File: config.mk
export PLATFORM = sky130hd
export DESIGN_NAME = pbus_bridge
export DESIGN_NICKNAME = d
export VERILOG_FILES = /design/src/rtl/pbus_bridge.sv
export SDC_FILE = /design/constraint.sdc
export NUM_CORES = 1
export LEC_CHECK = 0
export CORE_AREA = 10 10 126 128
export CTS_BUF_LIST = sky130_fd_sc_hd__clkbuf_4 sky130_fd_sc_hd__clkbuf_8
export CTS_CLUSTER_SIZE = 28
export DETAILED_ROUTE_END_ITERATION = 8
export DIE_AREA = 0 0 136 138
export PLACE_DENSITY_LB_ADDON = 0.08
export SYNTH_ARGS = -nofsm -noshare
export SYNTH_HDL_FRONTEND = slang
export SYNTH_SLANG_ARGS = --single-unit
export TNS_END_PERCENT = 5
File: constraint.sdc
create_clock -name clk -period 3.35 [get_ports clk]
set_input_delay 0.67 -clock clk [delete_from_list [all_inputs] [get_ports clk]]
set_output_delay 0.67 -clock clk [all_outputs]
set_load 0.02 [all_outputs]
File: src/rtl/pbus_bridge.sv
// pbus_bridge: single-outstanding bridge from the core data-bus master to the
// peripheral-bus interconnect master port. Each core request is registered,
// issued as a one-cycle p_req, then the bridge waits for the slave response.
// Decode faults and slave timeouts become error responses, and p_halt masks
// interconnect responses whenever no transfer is in flight.
module pbus_bridge #(
  parameter int  TIMEOUT     = 255,
  parameter int  XLEN        = 32,
  parameter int  BUS_WIDTH   = 32,
  parameter int  BUS_ACC_CNT = 4,
  localparam int ACC_W       = $clog2(BUS_ACC_CNT),
  localparam int CNT_W       = $clog2(TIMEOUT + 1)
) (
  input  logic                 clk,
  input  logic                 rst,
  // core side
  input  logic                 s_req,
  input  logic [XLEN-1:0]      s_addr,
  input  logic                 s_w_rb,
  input  logic [ACC_W-1:0]     s_acc,
  input  logic [BUS_WIDTH-1:0] s_wdata,
  output logic                 s_ready,
  output logic                 s_resp,
  output logic [BUS_WIDTH-1:0] s_rdata,
  output logic                 s_err,
  output logic [1:0]           err_cause,
  output logic [XLEN-1:0]      err_addr,
  // interconnect side
  output logic                 p_req,
  output logic [XLEN-1:0]      p_addr,
  output logic                 p_w_rb,
  output logic [ACC_W-1:0]     p_acc,
  output logic [BUS_WIDTH-1:0] p_wdata,
  input  logic                 p_resp,
  input  logic [BUS_WIDTH-1:0] p_rdata,
  input  logic                 p_fault,
  output logic                 p_halt
);

  typedef enum logic [1:0] {
    ST_IDLE  = 2'd0,
    ST_ISSUE = 2'd1,
    ST_WAIT  = 2'd2
  } state_e;

  localparam logic [1:0]       CAUSE_DECODE  = 2'b01;
  localparam logic [1:0]       CAUSE_TIMEOUT = 2'b10;
  localparam logic [CNT_W-1:0] CNT_LAST      = CNT_W'(TIMEOUT - 1);

  state_e               state_q;
  logic [CNT_W-1:0]     cnt_q;
  logic                 s_resp_q;
  logic                 s_err_q;
  logic [BUS_WIDTH-1:0] s_rdata_q;
  logic [1:0]           err_cause_q;
  logic [XLEN-1:0]      err_addr_q;
  logic [XLEN-1:0]      p_addr_q;
  logic                 p_w_rb_q;
  logic [ACC_W-1:0]     p_acc_q;
  logic [BUS_WIDTH-1:0] p_wdata_q;

  // Transfer FSM: request capture, issue, wait/timeout and registered response.
  // NOTE: every register here is assigned with <= so all of them sample the
  // pre-edge values; a blocking = would let later statements see new values.
  always_ff @(posedge clk) begin
    if (rst) begin
      state_q     <= ST_IDLE;
      cnt_q       <= '0;
      s_resp_q    <= 1'b0;
      s_err_q     <= 1'b0;
      s_rdata_q   <= '0;
      err_cause_q <= 2'b00;
      err_addr_q  <= '0;
      p_addr_q    <= '0;
      p_w_rb_q    <= 1'b0;
      p_acc_q     <= '0;
      p_wdata_q   <= '0;
    end else begin
      // Response strobes are single-cycle pulses unless re-armed below.
      s_resp_q <= 1'b0;
      s_err_q  <= 1'b0;
      unique case (state_q)
        ST_IDLE: begin
          // Stray p_resp here is ignored; only a core request moves us on.
          if (s_req) begin
            p_addr_q  <= s_addr;
            p_w_rb_q  <= s_w_rb;
            p_acc_q   <= s_acc;
            p_wdata_q <= s_wdata;
            state_q   <= ST_ISSUE;
          end
        end
        ST_ISSUE: begin
          cnt_q <= '0;
          if (p_fault) begin
            s_resp_q    <= 1'b1;
            s_err_q     <= 1'b1;
            s_rdata_q   <= '0;
            err_cause_q <= CAUSE_DECODE;
            err_addr_q  <= p_addr_q;
            state_q     <= ST_IDLE;
          end else if (p_resp) begin
            s_resp_q  <= 1'b1;
            s_rdata_q <= p_rdata;
            state_q   <= ST_IDLE;
          end else begin
            state_q <= ST_WAIT;
          end
        end
        ST_WAIT: begin
          cnt_q <= cnt_q + CNT_W'(1);
          // A response landing on the last counted cycle still wins.
          if (p_resp) begin
            s_resp_q  <= 1'b1;
            s_rdata_q <= p_rdata;
            state_q   <= ST_IDLE;
          end else if (cnt_q == CNT_LAST) begin
            s_resp_q    <= 1'b1;
            s_err_q     <= 1'b1;
            s_rdata_q   <= '0;
            err_cause_q <= CAUSE_TIMEOUT;
            err_addr_q  <= p_addr_q;
            state_q     <= ST_IDLE;
          end
        end
        default: state_q <= ST_IDLE;
      endcase
    end
  end

  // Status decoded straight from the state register; p_req lasts exactly
  // the single ISSUE cycle and the interconnect is halted whenever idle.
  assign s_ready   = (state_q == ST_IDLE);
  assign p_halt    = (state_q == ST_IDLE);
  assign p_req     = (state_q == ST_ISSUE);

  assign s_resp    = s_resp_q;
  assign s_err     = s_err_q;
  assign s_rdata   = s_rdata_q;
  assign err_cause = err_cause_q;
  assign err_addr  = err_addr_q;
  assign p_addr    = p_addr_q;
  assign p_w_rb    = p_w_rb_q;
  assign p_acc     = p_acc_q;
  assign p_wdata   = p_wdata_q;

endmodule

==> results.json <==
{
  "status": "complete, no violations",
  "cp_top_family": "buffers and inverters",
  "synth_area_leaders": "dfxtp_1 44%, nand2_1 8.1%, a31oi_1 5.9%",
  "root_buffer": "clkbuf_8",
  "portBuffers": 241,
  "synth.most_common_cell": "dfxtp_1",
  "fin_skew_ns": 0.0100,
  "worstHoldStart": "p_acc[1]",
  "clock.fmax_ghz": 0.360,
  "cts_buffers": 17,
  "finish.instance_area_mm2": 0.00942,
  "cts_buffer_depth": 2,
  "crit_path_start_kind": "flip-flop",
  "fp.coreArea_mm2": 0.0135,
  "worstMarginPinSlew_ns": 0.657,
  "grt_max_degree": 62,
  "ys_top_cells_by_count": "145 x dfxtp_1, 143 x nand2_1, 76 x a21oi_1, 73 x nand3_1, 62 x a31oi_1",
  "critPathMaxFanout": 23,
  "path_depth": 3,
  "min_period_ns": 2.78,
  "postPlaceCellArea_mm2": 0.00901,
  "setup_tns_ns": 0,
  "p_sw_w": 0.00115,
  "syn_inst": 787,
  "hpwl_mm": 16.2,
  "ant_nets": 0,
  "synth_top_area_frac": 0.440,
  "cts_tree": "yes",
  "area_delta_synth_final_pct": 42.6,
  "htreeDepth": 4,
  "clock_latency_ns": 0.45,
  "finish.utilization": 0.697,
  "crit_arrival_ns": 2.11,
  "grt_pass1_vias": 6711,
  "dieArea_mm2": 0.0188,
  "drt_first_pass_iters": 6,
  "power_leakage_nw": 3.15,
  "nets": 1095,
  "ys.flop_type": "dfxtp_1",
  "grt_usage": 0.232,
  "antenna_cells": 0,
  "routedWlPerCell_um": 19.2,
  "worstPathCellList": "inv_1 > ha_2 > clkdlybuf4s50_1",
  "hold_class": "flip-flop to flip-flop",
  "fin_crit_sh": 0.830,
  "r2r-start": "state_q[1]",
  "grt-ovfl-total": 0,
  "start_util": 0.489,
  "cts_hold_buf": 0,
  "power_frac_seq": 0.459,
  "r2r_cells": 8,
  "synth-seq-area-share": 0.440,
  "synth_warnings": 0,
  "postCtsSetupBuffers": 0,
  "io_pins": 242,
  "clock_power_share": 0.344,
  "num_vias": 6784,
  "finalSetupViolations": 0,
  "critPathMaxStageDelay_ns": 0.71,
  "drtIter0Drc": 583,
  "post-route-drc-count": 0,
  "peakVddDrop_mv": 0.270,
  "power_frac_comb": 0.197,
  "reg2reg_slack_ns": 0.76,
  "die_h_um": 138,
  "powerDensity_mw_per_mm2": 438,
  "clock-sinks": 145,
  "cp.required_ns": 2.68,
  "dp_slack_ns": 0.733,
  "post_cts_resized": 0,
  "grt_pass1_wl_mm": 35.7,
  "whs_path_depth": 2,
  "syn_avg_cell_area_um2": 8.39,
  "drv_slew": 0,
  "p_sw_frac": 0.280,
  "rr_endpoint": "err_addr[31]",
  "synth_area_leader_cell": "dfxtp_1",
  "drive_above_1_share": 0.0853,
  "relSlewSlack": 0.562,
  "path_buf_inv": 2,
  "async_reset_ff_frac": 0,
  "ys_types": 40,
  "rsz0062_at_grt": "false",
  "syn-num-nets": 897,
  "endpoint_kind": "primary output",
  "gp_congestion": 0.840,
  "internal-power_w": 0.00297,
  "whs_endpoint": "p_acc[1]",
  "syn_area_mm2": 0.00660,
  "vias_per_cell": 5.76,
  "worst_slack_ns": 0.570,
  "synth_seq_cells": 145,
  "clk_pin_slew_ns": 0.08,
  "antenna_found_initial": 0,
  "timing.final.hold_violations": 0,
  "die_width_um": 136,
  "core.rowCount": 43,
  "routed_wirelength_mm": 22.6,
  "synth-edff-count": 0,
  "slowest_stage": "clkdlybuf4s50_1",
  "criticalPathCategory": "flip-flop to primary output",
  "drv_cap": 0
}
## metrics by stage
stage | hold WS, ns | instances | power (W)
floorplan | 0.470 | 787 | 0.00233
global placement | 0.441 | 1146 | 0.00272
detailed placement | 0.448 | 1146 | 0.00274
CTS | 0.457 | 1177 | 0.00415
global route | 0.473 | 1177 | 0.00429
finish | 0.456 | 1177 | 0.00412
## routing by layer
layer	vias up	global-route usage	routed length (µm)
li1	3211	-	-
met1	3246	0.257	8580
met2	289	0.378	10800
met3	38	0.121	2820
met4	0	0.0645	348
met5	-	0	0
## kinds of logic (layout without fill, tap and decap cells)
logic type / after synthesis / count (layout) / synth area share
xor gates and xnor gates: 5 / 5 / 0.00663
and+or+nand+nor: 330 / 330 / 0.266
AOI/OAI and AO/OA: 212 / 212 / 0.211
adders and majority gates: 6 / 6 / 0.0114
DFF: 145 / 145 / 0.440
buffers and inverters: 87 / 297 / 0.0620
muxes: 2 / 2 / 0.00341
## cells in the final DEF, fill, tap and decap left out, types with 20 or more instances in the layout
cell type,instances
a22o_1,32
nand3b_1,31
nand3_1,73
clkbuf_8,22
nand2b_1,32
a31oi_1,62
nand3_2,20
nand2_1,142
o221ai_1,30
dfxtp_1,145
clkdlybuf4s50_1,239
a21oi_1,75
## final cells by class
cell class	count	area, µm²
Sequential cell	145	2900
Clock buffer	26	333
Timing Repair Buffer	258	2530
Clock inverter	5	75.1
Fill cell	1075	4090
Tap cell	180	225
Multi-Input combinational cell	555	3320
Inverter	8	30.0
## power by group through the flow
stage / registers [W] / logic (W) / clock network, W
CTS: 0.00189 / 0.000816 / 0.00144
finish: 0.00189 / 0.000813 / 0.00142
floorplan: 0.00202 / 0.000310 / 0
detailed placement: 0.00193 / 0.000813 / 0
global placement: 0.00192 / 0.000795 / 0
global route: 0.00190 / 0.000876 / 0.00151
## worst max-delay path by stage
stage	from	endpoint	slack (ns)
floorplan	rst	s_rdata[10]	1.47
global placement	p_resp	err_addr[20]	0.81
detailed placement	p_resp	err_addr[8]	0.73
CTS	state_q[1]	p_req	0.57
global route	state_q[1]	p_req	0.51
finish	state_q[1]	p_req	0.57
## sequential cells by signal, indices dropped and copies added, names as in the netlist
| name | flops |
|---|---|
| cnt_q | 8 |
| err_addr | 32 |
| err_cause | 2 |
| p_acc | 2 |
| p_addr | 32 |
| p_w_rb | 1 |
| p_wdata | 32 |
| s_err | 1 |
| s_rdata | 32 |
| s_resp | 1 |
| state_q | 2 |
## tightest hold or removal path, cell delays in order, from the launching register on
cell     delay (ns)
dfxtp_1        0.31
nand2_1        0.05
a21oi_1        0.05
Power figures use the tool's default switching activity.
